[config.mk]
export PLATFORM = sky130hd
export DESIGN_NAME = rename_alloc_ctrl
export DESIGN_NICKNAME = d
export VERILOG_FILES = /design/src/rtl/rename_alloc_ctrl.sv
export SDC_FILE = /design/constraint.sdc
export NUM_CORES = 1
export LEC_CHECK = 0
export CELL_PAD_IN_SITES_DETAIL_PLACEMENT = 0
export CELL_PAD_IN_SITES_GLOBAL_PLACEMENT = 1
export CORE_AREA = 2 2 219 135
export CTS_CLUSTER_SIZE = 10
export DETAILED_ROUTE_END_ITERATION = 10
export DIE_AREA = 0 0 221 137
export MAX_ROUTING_LAYER = met4
export PLACE_DENSITY_LB_ADDON = 0.2
export SLEW_MARGIN = 5
export SYNTH_ARGS = -nofsm -noshare
export SYNTH_HDL_FRONTEND = slang
export SYNTH_SLANG_ARGS = --single-unit
export TNS_END_PERCENT = 5
[constraint.sdc]
create_clock -name i_clk -period 6.3 [get_ports i_clk]
set_clock_uncertainty 0.1 [all_clocks]
set_input_delay 1.26 -clock i_clk [delete_from_list [all_inputs] [get_ports i_clk]]
set_output_delay 1.26 -clock i_clk [all_outputs]
set_load 0.01 [all_outputs]
[src/rtl/rename_alloc_ctrl.sv]
// Rename free-tag allocator: circular pool with speculative/committed heads.
// Two-lane allocate, two-port release, flush rolls head back to commit point.
module rename_alloc_ctrl #(
    parameter int PWIDTH = 6,
    parameter int NFREE  = 32,
    parameter int STNUM  = 32
) (
    input  logic                       i_clk,
    input  logic                       i_rst,
    input  logic [1:0]                 i_req,
    input  logic [1:0]                 i_rel_v,
    input  logic [PWIDTH-1:0]          i_rel_tag0,
    input  logic [PWIDTH-1:0]          i_rel_tag1,
    input  logic [1:0]                 i_cmt_n,
    input  logic                       i_flush,
    output logic [PWIDTH-1:0]          o_tag0,
    output logic [PWIDTH-1:0]          o_tag1,
    output logic [1:0]                 o_gnt,
    output logic                       o_stall,
    output logic [$clog2(NFREE):0]     o_count,
    output logic                       o_err
);

    localparam int AW = $clog2(NFREE);
    localparam int CW = AW + 1;
    localparam logic [CW-1:0] FULL = CW'(NFREE);

    typedef logic [AW-1:0] ptr_t;
    typedef logic [CW-1:0] cnt_t;

    logic [PWIDTH-1:0] pool_q [NFREE];

    ptr_t head_q, head_d;
    ptr_t chead_q, chead_d;
    ptr_t tail_q, tail_d;
    cnt_t count_q, count_d;
    cnt_t ccount_q, ccount_d;
    logic err_q, err_d;

    ptr_t head_p1, tail_p1, fl_diff;
    cnt_t need, granted, room, nrel, acc, cmt, fl_cnt;
    logic gnt_ok, drop, cmt3, wr0, wr1;
    logic [PWIDTH-1:0] wdata0;

    always_comb begin
        head_p1 = head_q + ptr_t'(1);
        tail_p1 = tail_q + ptr_t'(1);

        need    = cnt_t'(i_req[0]) + cnt_t'(i_req[1]);
        gnt_ok  = (need <= count_q) & ~i_flush;
        o_stall = (need > count_q) & ~i_flush;
        o_gnt   = i_req & {2{gnt_ok}};
        granted = gnt_ok ? need : '0;

        o_tag0 = pool_q[head_q];
        o_tag1 = i_req[0] ? pool_q[head_p1] : pool_q[head_q];

        // releases beyond the free space are dropped, port1 first
        room   = FULL - count_q;
        nrel   = cnt_t'(i_rel_v[0]) + cnt_t'(i_rel_v[1]);
        drop   = nrel > room;
        acc    = drop ? room : nrel;
        wr0    = acc != '0;
        wr1    = acc == cnt_t'(2);
        wdata0 = i_rel_v[0] ? i_rel_tag0 : i_rel_tag1;
        tail_d = tail_q + ptr_t'(acc);

        cmt3     = &i_cmt_n;
        cmt      = cmt3 ? cnt_t'(2) : cnt_t'(i_cmt_n);
        chead_d  = chead_q + ptr_t'(cmt);
        ccount_d = ccount_q + acc - cmt;

        // pointer tie on flush: committed free count tells empty from full
        fl_diff = chead_d - tail_d;
        if (fl_diff == '0) begin
            fl_cnt = (ccount_d == '0) ? '0 : FULL;
        end else begin
            fl_cnt = FULL - cnt_t'(fl_diff);
        end

        head_d  = i_flush ? chead_d : head_q + ptr_t'(granted);
        count_d = i_flush ? fl_cnt : count_q + acc - granted;
        err_d   = err_q | drop | cmt3;
    end

    always_ff @(posedge i_clk) begin
        if (i_rst) begin
            for (int i = 0; i < NFREE; i++) begin
                pool_q[i] <= PWIDTH'(STNUM + i);
            end
        end else begin
            if (wr0) pool_q[tail_q]  <= wdata0;
            if (wr1) pool_q[tail_p1] <= i_rel_tag1;
        end
    end

    always_ff @(posedge i_clk) begin
        if (i_rst) begin
            head_q   <= '0;
            chead_q  <= '0;
            tail_q   <= '0;
            count_q  <= FULL;
            ccount_q <= FULL;
            err_q    <= 1'b0;
        end else begin
            head_q   <= head_d;
            chead_q  <= chead_d;
            tail_q   <= tail_d;
            count_q  <= count_d;
            ccount_q <= ccount_d;
            err_q    <= err_d;
        end
    end

    assign o_count = count_q;
    assign o_err   = err_q;

endmodule

==> flow_summary.toml, run 1 <==
[cells_and_area]
layout.filler_cells = 2379
nets = 1208
final_area_um2 = 15530
fin_cells = 1535
post_route_cells_drive_above_1_share = 0.1984
area_growth_syn_to_layout_pct = 11.04

[synthesis]
post_synth_top_area_share = 0.4121
number_of_flops_mapped_to_enable_cells_by_yosys = 192
ys_ff_latch = 220
yosysWarningCount = 0
synth.yosys.seq_area_share = 0.4522
yosysUniqueCellTypes = 70
synth_top_area_cell = "sky130_fd_sc_hd__edfxtp_1"
synth.avg_cell_area_um2 = 12.33
netlist_instances = 1135
async_s_r_ff_share_synth = 0
post_synth_design_cell_area_um2 = 13990
synth_top_cells_by_area = "sky130_fd_sc_hd__edfxtp_1 (41%), sky130_fd_sc_hd__mux4_2 (19%), sky130_fd_sc_hd__dfxtp_1 (4.0%)"
synth_flop_cell = "sky130_fd_sc_hd__edfxtp_1"

[placed_design]
detailed_place_hpwl_um = 36260
port-buffer-count = 42
dpl_cell_area_um2 = 14790
gp_congestion = 0.9957
placed_cells_incl_taps = 1488
dp_worst_setup_slack_ns = 0.3776

[pwr]
p_switching_w = 0.002103
power.switching_fraction = 0.3862
vdd.ir_drop.worst_mv = 0.3722
power-per-cell-area_nw_per_um2 = 350.4
p_int_w = 0.003342
seq_power_share = 0.338
design_power_total_w = 0.005444
combinationalPowerShare = 0.408
cellLeakagePower_nw = 4.818
pwr-share-clk = 0.254

[setup_path]
critical_path_required_ns = 6.59
crit_family = "adder cells"
cpMostUsedCell = "sky130_fd_sc_hd__inv_1"
timing.critical_path.slowest_cell_delay_ns = 0.57
critical_path.cell_chain = "clkdlybuf4s50_1, ha_1, inv_1, ha_1, nand2_1, o221a_2, and3_1, buf_4, nand2_4, o21ai_0, inv_1, fa_1, inv_1, fa_1, inv_1, a21o_1, a21oi_1, xnor2_1, xnor2_1, ha_1, nor3_1, a31oi_1, o211ai_1"
timing.reg2reg.setup_slack_ns = 1.13
timing.critical_path.arrival_ns = 5.65
r2r-end = "o_count[5]"
crit-reg2reg-launch = "o_count[1]"
number_of_buffers_and_inverters_on_the_critical_path = 6
path_class = "in2reg"
worst_setup_path_start_kind = "input pin"
timing.critical_path.to_type = "register"
crit_fanout = 6
cell_with_the_biggest_individual_delay_on_the_critical_path = "sky130_fd_sc_hd__fa_1"
r2r.worst_path.cells = 23

[sta]
max_slew_margin_vs_limit = 0.1501
timing.final.crit_period_ns = 5.364
worst_pin_slew_ns = 1.271
setup_viol = 0
final_critical_path_setup_slack_ns = 0.9364
setup_tns_ns = 0
max_clock_freq_mhz = 186.4
slew_viol_final = 0
final_hold_viol_count = 0
rsz0062_at_grt = "false"
post-route-period-util = 0.8514

[clock_network]
tritoncts = "yes"
cts-root-to-sink-buffers = 3
cts_htree_levels = 1
cts_inserted_buffers = 26
cts.reportedPaths.clkPinSlew_ns = 0.06
cts-hold-fix-buffers = 0
clock_latency_ns = 0.55
post_cts_setup_buffers = 0
cts.root.buffer_cell = "sky130_fd_sc_hd__clkbuf_16"
post_cts_resized = 0
total_number_of_clock_tree_sinks = 220

[hold_path]
hold_class = "reg2reg"
hold_path.startpoint = "o_err"
worstHoldEndpoint = "o_err"
min_path_cells = 2

[routing]
wl_um = 51710
drt_drc_violations_left = 0
number_of_detailed_route_iterations_in_the_first_pass = 6
detailroute.via_count = 10950
detail_route.wl_per_cell_um = 33.69
vias_per_cell = 7.134
drt.antenna.violating_nets = 0
detail_route.iter0.violations = 1800

[floorplanning]
floorplan.die_area_um2 = 30280
initial_cell_density_of_the_core = 0.4946
boundaryPins = 43
die_width_um = 221
design.core.area_um2 = 28290
floorplan.die.height_um = 137
core.rowCount = 48

[global_route]
first_global_vias = 10320
antenna_found_initial = 4
wire_length_of_the_first_global_routing_pass_um = 73500
gr-total-overflow = 0
groute.usage.overall = 0.3566
largest_net_degree_at_the_start_of_global_routing = 99

[job]
cap_violations = 0

[status]
outcome = "completed"
-- kinds of logic after synthesis --
kind of cell,Yosys count,share of synthesized area
DFF,220,0.4522
xor gates and xnor gates,28,0.01753
buffers and inverters,155,0.04552
adders and majority gates,46,0.04543
other,2,0.0005368
AOI/OAI and AO/OA,268,0.1413
muxes,140,0.2091
and+or+nand+nor,276,0.08845
-- cell type report --
type	instances	area [um^2]	share of cell area
inverter	51	191.4	0.01232
timing repair buffer	78	710.7	0.04575
multi-input combinational	764	7086	0.4561
clock inverter	2	11.26	0.0007249
antenna	6	15.01	0.0009665
clock buffer	39	720.7	0.04639
tap	375	469.2	0.03020
sequential	220	6331	0.4075
-- power groups by stage --
stage                     registers (W)  clock network, W  logic (W)
after floorplan                 0.00180                 0    0.00151
after global placement          0.00186                 0    0.00214
after detailed placement        0.00186                 0    0.00215
after CTS                       0.00183           0.00138    0.00217
after global routing            0.00185           0.00144    0.00238
final                           0.00184           0.00138    0.00222
-- worst max-delay path by stage --
stage,start,end,slack (ns),depth (start not counted)
after floorplan,i_rel_v[0],o_count[5],0.52,25
after global placement,i_rel_v[0],o_count[5],0.50,23
after detailed placement,i_rel_v[0],o_count[5],0.38,23
after CTS,i_rel_v[0],o_count[5],0.95,23
after global routing,i_rel_v[0],o_count[5],0.53,23
final,i_rel_v[0],o_count[5],0.94,23
-- flip-flops by register name, indices dropped and copies added (netlist names) --
register,flops
ccount_q,6
tail_q,5
o_count,6
pool_q,192
chead_q,5
head_q,5
o_err,1
-- tightest hold or removal path: stages, from the launching register on --
cell,delay (ns)
sky130_fd_sc_hd__dfxtp_1,0.33
sky130_fd_sc_hd__a21oi_1,0.04
sky130_fd_sc_hd__a21oi_1,0.13
-- cells in the mapped netlist (14+ instances only) --
library cell               count
sky130_fd_sc_hd__mux4_2      120
sky130_fd_sc_hd__ha_1         38
sky130_fd_sc_hd__a32oi_1      26
sky130_fd_sc_hd__edfxtp_1    192
sky130_fd_sc_hd__o21ai_0      52
sky130_fd_sc_hd__a32o_1       28
sky130_fd_sc_hd__xnor2_1      14
sky130_fd_sc_hd__nor2b_1      14
sky130_fd_sc_hd__nor2_1      125
sky130_fd_sc_hd__dfxtp_1      28
sky130_fd_sc_hd__a21oi_1      35
sky130_fd_sc_hd__o22ai_1      24
sky130_fd_sc_hd__xor2_1       14
sky130_fd_sc_hd__o32a_1       19
sky130_fd_sc_hd__nand2_1      74
sky130_fd_sc_hd__clkbuf_1     68
sky130_fd_sc_hd__a21o_1       28
sky130_fd_sc_hd__nand3_1      15
sky130_fd_sc_hd__buf_1        19
sky130_fd_sc_hd__inv_1        51
-- through the flow --
| step | utilization | hold WS (ns) |
|---|---|---|
| 6_report | 0.5492 | 0.4417 |
| 5_1_grt | 0.5490 | 0.4855 |
| 4_1_cts | 0.5487 | 0.4428 |
| 3_5_place_dp | 0.5228 | 0.4280 |
| 3_3_place_gp | 0.5228 | 0.4500 |
| 2_1_floorplan | - | 0.4182 |
-- routing by layer --
metal / up-vias / share of wire / global-route usage
met5: - / 0 / -
met4: 0 / 0.032 / 0.1029
met3: 135 / 0.19 / 0.1943
met2: 929 / 0.38 / 0.4557
met1: 5420 / 0.40 / 0.4803
li1: 4467 / - / -
-- layout by cell type, fill, tap and decap left out, types with 4 or more instances in the layout --
| master | instances |
|---|---|
| sky130_fd_sc_hd__a32o_1 | 28 |
| sky130_fd_sc_hd__o22ai_1 | 24 |
| sky130_fd_sc_hd__mux2i_1 | 6 |
| sky130_fd_sc_hd__clkbuf_16 | 27 |
| sky130_fd_sc_hd__inv_1 | 51 |
| sky130_fd_sc_hd__o221ai_1 | 5 |
| sky130_fd_sc_hd__nor2_1 | 124 |
| sky130_fd_sc_hd__conb_1 | 6 |
| sky130_fd_sc_hd__o21bai_1 | 6 |
| sky130_fd_sc_hd__buf_4 | 34 |
| sky130_fd_sc_hd__o21a_1 | 6 |
| sky130_fd_sc_hd__clkbuf_1 | 12 |
| sky130_fd_sc_hd__a21oi_1 | 35 |
| sky130_fd_sc_hd__a32oi_1 | 26 |
| sky130_fd_sc_hd__mux4_2 | 120 |
| sky130_fd_sc_hd__nand2_1 | 74 |
| sky130_fd_sc_hd__a31oi_1 | 5 |
| sky130_fd_sc_hd__a21o_1 | 28 |
| sky130_fd_sc_hd__clkdlybuf4s50_1 | 41 |
| sky130_fd_sc_hd__fa_1 | 8 |
| sky130_fd_sc_hd__o21ai_1 | 4 |
| sky130_fd_sc_hd__a211oi_1 | 4 |
| sky130_fd_sc_hd__xor2_1 | 13 |
| sky130_fd_sc_hd__ha_1 | 37 |
| sky130_fd_sc_hd__nand3_1 | 15 |
| sky130_fd_sc_hd__o21ai_0 | 51 |
| sky130_fd_sc_hd__a211o_1 | 4 |
| sky130_fd_sc_hd__nor2b_1 | 13 |
| sky130_fd_sc_hd__edfxtp_1 | 192 |
| sky130_fd_sc_hd__mux2_2 | 12 |
| sky130_fd_sc_hd__nand2b_1 | 4 |
| sky130_fd_sc_hd__nor3_1 | 9 |
| sky130_fd_sc_hd__diode_2 | 6 |
| sky130_fd_sc_hd__and2_1 | 8 |
| sky130_fd_sc_hd__xnor2_1 | 13 |
| sky130_fd_sc_hd__dfxtp_1 | 26 |
| sky130_fd_sc_hd__o32a_1 | 19 |
Power figures use the tool's default switching activity.
==> inputs of run 2 (changes only) <==
--- a/config.mk
+++ b/config.mk
@@ -7,10 +7,10 @@
 export LEC_CHECK = 0
 export CELL_PAD_IN_SITES_DETAIL_PLACEMENT = 0
 export CELL_PAD_IN_SITES_GLOBAL_PLACEMENT = 1
-export CORE_AREA = 2 2 219 135
+export CORE_AREA = 3 3 220 136
 export CTS_CLUSTER_SIZE = 10
 export DETAILED_ROUTE_END_ITERATION = 10
-export DIE_AREA = 0 0 221 137
+export DIE_AREA = 0 0 223 139
 export MAX_ROUTING_LAYER = met4
 export PLACE_DENSITY_LB_ADDON = 0.2
 export SLEW_MARGIN = 5
==> flow_summary.toml, run 2 (synthesis gave the netlist of run 1 again) <==
[global_route]
groute.usage.overall = 0.3433
gr-total-overflow = 0
largest_net_degree_at_the_start_of_global_routing = 99
wire_length_of_the_first_global_routing_pass_um = 74220
first_global_vias = 10420
antenna_found_initial = 3

[setup_path]
timing.reg2reg.setup_slack_ns = 0.99
worst_setup_path_start_kind = "input pin"
timing.critical_path.to_type = "register"
crit_fanout = 6
crit-reg2reg-launch = "o_count[1]"
path_class = "in2reg"
r2r.worst_path.cells = 24
timing.critical_path.arrival_ns = 5.75
critical_path_required_ns = 6.60
r2r-end = "o_count[5]"

[routing]
vias_per_cell = 7.233
detailroute.via_count = 11100
wl_um = 52320
detail_route.wl_per_cell_um = 34.09
drt.antenna.violating_nets = 0
number_of_detailed_route_iterations_in_the_first_pass = 7
detail_route.iter0.violations = 1747
drt_drc_violations_left = 0

[sta]
setup_viol = 0
slew_viol_final = 0
rsz0062_at_grt = "false"
setup_tns_ns = 0
max_clock_freq_mhz = 183.2
post-route-period-util = 0.8666
final_hold_viol_count = 0
worst_pin_slew_ns = 1.413
post_route_hold_slack_ns = 0.4267
max_slew_margin_vs_limit = 0.05506
timing.final.crit_period_ns = 5.460

[job]
cap_violations = 0

[cells_and_area]
multi_input_area_um2 = 7086
area_growth_syn_to_layout_pct = 11.22
largest-register = "pool_q"
final_area_um2 = 15560
post_route_cells_drive_above_1_share = 0.2014
nets = 1211
final-seq-area_um2 = 6331
layout.filler_cells = 2371
layout.cells.most_common = "sky130_fd_sc_hd__edfxtp_1"
most_frequent_cells_in_the_layout = "sky130_fd_sc_hd__edfxtp_1 (192), sky130_fd_sc_hd__nor2_1 (124), sky130_fd_sc_hd__mux4_2 (120)"
flip_flop_count_of_the_largest_register_all_copies_and_words_added = 192

[placed_design]
port-buffer-count = 42
dpl_cell_area_um2 = 14800
gp_congestion = 0.9799
detailed_place_hpwl_um = 37130

[clock_network]
cts_inserted_buffers = 26
cts_htree_levels = 1
post_cts_setup_buffers = 0
tritoncts = "yes"
total_number_of_clock_tree_sinks = 220
post_cts_resized = 0
cts-hold-fix-buffers = 0
clock_latency_ns = 0.54
cts.reportedPaths.clkPinSlew_ns = 0.07
cts-root-to-sink-buffers = 3
cts.root.buffer_cell = "sky130_fd_sc_hd__clkbuf_16"

[floorplanning]
boundaryPins = 43
design.core.area_um2 = 28290
floorplan.die_area_um2 = 31000
die_width_um = 223
initial_cell_density_of_the_core = 0.4946
core.rowCount = 48
floorplan.die.height_um = 139

[hold_path]
worstHoldEndpoint = "o_err"
min_path_cells = 2
hold_path.startpoint = "o_err"
hold_class = "reg2reg"

[pwr]
cellLeakagePower_nw = 4.844
power-per-cell-area_nw_per_um2 = 353.8
vdd.ir_drop.worst_mv = 0.2064

[status]
outcome = "completed"
[run 2: final cells by class]
| type | count | area share |
|---|---|---|
| inverter | 51 | 0.01230 |
| sequential | 220 | 0.4068 |
| multi-input combinational | 764 | 0.4553 |
| clock inverter | 3 | 0.002493 |
| clock buffer | 38 | 0.04607 |
| timing repair buffer | 81 | 0.04631 |
| tap | 375 | 0.03015 |
| antenna | 3 | 0.0004824 |
[run 2: metrics by stage]
step                      total power [W]  utilization  instances  worst slack, ns
after global placement           0.004009       0.5231       1491           0.4966
final                            0.005506       0.5501       1535           0.8404
after detailed placement         0.004040       0.5231       1491           0.3120
after CTS                        0.005437       0.5499       1532           0.8516
after global routing             0.005722       0.5500       1534           0.4979
after floorplan                  0.003313            -       1139           0.5196
[run 2: worst max-delay path by stage]
stage / from / to / slack (ns) / cells past startpoint
after floorplan: i_rel_v[0] / o_count[5] / 0.52 / 25
after global placement: i_rel_v[0] / o_count[5] / 0.50 / 23
after detailed placement: i_rel_v[0] / o_count[5] / 0.31 / 23
after CTS: i_req[0] / o_gnt[0] / 0.85 / 8
after global routing: i_rel_v[0] / o_count[5] / 0.50 / 24
final: i_rel_v[0] / o_count[5] / 0.84 / 23
[run 2: worst max-delay path, cell delays in order]
cell and delay, ns:
sky130_fd_sc_hd__clkdlybuf4s50_1 0.42, sky130_fd_sc_hd__ha_1 0.31, sky130_fd_sc_hd__inv_1 0.06, sky130_fd_sc_hd__ha_1 0.27, sky130_fd_sc_hd__nand2_1 0.07, sky130_fd_sc_hd__o221a_2 0.18, sky130_fd_sc_hd__and3_1 0.17, sky130_fd_sc_hd__buf_4 0.17
sky130_fd_sc_hd__nand2_4 0.06, sky130_fd_sc_hd__o21ai_0 0.25, sky130_fd_sc_hd__inv_1 0.18, sky130_fd_sc_hd__fa_1 0.57, sky130_fd_sc_hd__inv_1 0.08, sky130_fd_sc_hd__fa_1 0.45, sky130_fd_sc_hd__inv_1 0.07, sky130_fd_sc_hd__a21o_1 0.11
sky130_fd_sc_hd__a21oi_1 0.08, sky130_fd_sc_hd__xnor2_1 0.14, sky130_fd_sc_hd__xnor2_1 0.22, sky130_fd_sc_hd__ha_1 0.27, sky130_fd_sc_hd__nor3_1 0.08, sky130_fd_sc_hd__a31oi_1 0.17, sky130_fd_sc_hd__o211ai_1 0.10
[run 2: report_power, final]
group | internal, W | total, W | switching, W
registers | 0.00171 | 0.00185 | 0.000141
logic | 0.000849 | 0.00223 | 0.00138
clock network | 0.000817 | 0.00142 | 0.000603
total | 0.00338 | 0.00551 | 0.00213
[run 2: per-layer routing]
layer | GRT usage | wire length (um) | up-vias
li1 | - | - | 4465
met1 | 0.4851 | 20990 | 5600
met2 | 0.4420 | 20540 | 900
met3 | 0.1669 | 9247 | 137
met4 | 0.08155 | 1542 | 0
met5 | - | 0 | -
==> inputs of run 3 (changes only) <==
--- a/config.mk
+++ b/config.mk
@@ -11,6 +11,7 @@
 export CTS_CLUSTER_SIZE = 10
 export DETAILED_ROUTE_END_ITERATION = 10
 export DIE_AREA = 0 0 223 139
+export GPL_ROUTABILITY_DRIVEN = 0
 export MAX_ROUTING_LAYER = met4
 export PLACE_DENSITY_LB_ADDON = 0.2
 export SLEW_MARGIN = 5
==> flow_summary.toml, run 3 (synthesis gave the netlist of run 1 again) <==
[setup_path]
critical_path_required_ns = 4.94
timing.reg2reg.setup_slack_ns = 1.08
timing.critical_path.arrival_ns = 4.06
source_of_the_critical_timing_path = "head_q[1]"
crit_fanout = 31
r2r-end = "o_count[5]"
path_class = "reg2out"
r2r.worst_path.cells = 23
crit_end = "o_tag1[5]"
timing.critical_path.to_type = "output pin"
crit-reg2reg-launch = "o_count[1]"
worst_setup_path_start_kind = "register"

[routing]
detail_route.wl_per_cell_um = 34.09
detailroute.via_count = 11090
drt_drc_violations_left = 0
drt.antenna.violating_nets = 0
number_of_detailed_route_iterations_in_the_first_pass = 7
detail_route.iter0.violations = 1843
wl_um = 52540
vias_per_cell = 7.196

[clock_network]
cts.reportedPaths.clkPinSlew_ns = 0.07
cts_inserted_buffers = 26
total_number_of_clock_tree_sinks = 220
post_cts_resized = 0
cts-hold-fix-buffers = 0
tritoncts = "yes"
post_cts_setup_buffers = 0
cts_htree_levels = 1
cts-root-to-sink-buffers = 3
cts.root.buffer_cell = "sky130_fd_sc_hd__clkbuf_16"
clock_latency_ns = 0.55

[floorplanning]
initial_cell_density_of_the_core = 0.4946
design.core.area_um2 = 28290
floorplan.die.height_um = 139
boundaryPins = 43
core.rowCount = 48
die_width_um = 223
floorplan.die_area_um2 = 31000

[sta]
setup_viol = 0
final_hold_viol_count = 0
max_clock_freq_mhz = 184.4
slew_viol_final = 0
timing.final.crit_period_ns = 5.424
post-route-period-util = 0.8609
max_slew_margin_vs_limit = 0.05959
worst_pin_slew_ns = 1.411
rsz0062_at_grt = "false"
post_route_hold_slack_ns = 0.4339
setup_tns_ns = 0

[global_route]
groute.usage.overall = 0.3439
met3_routing_resource_usage_after_global_routing = 0.1906
gr-max-usage-layer = "met1"
largest_net_degree_at_the_start_of_global_routing = 96
grt.met2_usage = 0.4190
wire_length_of_the_first_global_routing_pass_um = 74200
antenna_found_initial = 2
first_global_vias = 10410
gr-total-overflow = 0
grt_util_met1 = 0.4894

[pwr]
cellLeakagePower_nw = 4.847
vdd.ir_drop.worst_mv = 0.2144
power-per-cell-area_nw_per_um2 = 354.6
design_power_total_w = 0.005519

[cells_and_area]
flip_flop_count_of_the_largest_register_all_copies_and_words_added = 192
largest-register = "pool_q"
nets = 1213
multi_input_area_um2 = 7076
fin_cells = 1541
most_frequent_cells_in_the_layout = "sky130_fd_sc_hd__edfxtp_1 (192), sky130_fd_sc_hd__nor2_1 (124), sky130_fd_sc_hd__mux4_2 (120)"
final-seq-area_um2 = 6331
n_diodes = 0
final_area_um2 = 15560
post_route_cells_drive_above_1_share = 0.1990
layout.filler_cells = 2412
area_growth_syn_to_layout_pct = 11.23
layout.cells.most_common = "sky130_fd_sc_hd__edfxtp_1"

[status]
outcome = "completed"

[hold_path]
hold_class = "reg2reg"

[job]
cap_violations = 0

[placed_design]
detailed_place_hpwl_um = 36470
dpl_cell_area_um2 = 14800
placed_cells_incl_taps = 1493
port-buffer-count = 42
run 3: cell count changes in the layout (fill, tap and decap cells not counted), sizes merged:
cell,previous run,this run
buf,40,42
clkinv,2,1
bufinv,1,0
inv,51,52
diode,3,0
clkbuf,38,46
run 3: layer usage:
metal | part of all wire | vias up
met5 | 0 | -
met1 | 0.40 | 5556
met3 | 0.19 | 147
li1 | - | 4474
met4 | 0.034 | 0
met2 | 0.37 | 912
run 3: worst min path at each step:
stage	end	startpoint	cells after the start
finish	o_err	o_err	2
global route	o_err	o_err	2
CTS	o_err	o_err	2
detailed placement	o_err	o_err	2
global placement	o_err	o_err	2
floorplan	chead_q[4]	chead_q[4]	2
run 3: layout make-up:
class	count	share of cell area
multi-input cells	764	0.4547
well taps	375	0.03015
clock buffers	46	0.04800
flip-flops and latches	220	0.4068
clock inverters	2	0.0008040
repair buffers	83	0.04727
inverters	51	0.01230
run 3: critical path: stages, from the launching register on:
cell                              delay, ns
sky130_fd_sc_hd__dfxtp_2               0.65
sky130_fd_sc_hd__ha_4                  0.64
sky130_fd_sc_hd__buf_4                 0.38
sky130_fd_sc_hd__mux4_2                0.54
sky130_fd_sc_hd__mux4_2                0.50
sky130_fd_sc_hd__o22ai_1               0.20
sky130_fd_sc_hd__nor2_1                0.09
sky130_fd_sc_hd__clkdlybuf4s50_1       0.49
run 3: power by group:
group	switching [W]	total [W]	internal (W)
logic	0.00138	0.00224	0.000851
clock network	0.000625	0.00142	0.000797
registers	0.000151	0.00186	0.00171
run 3: stage by stage:
| step | worst slack (ns) | util |
|---|---|---|
| finish | 0.8762 | 0.5502 |
| global route | 0.5745 | 0.5502 |
| CTS | 0.8291 | 0.5502 |
| detailed placement | 0.3938 | 0.5233 |
| global placement | 0.5130 | 0.5233 |
| floorplan | 0.5196 | - |
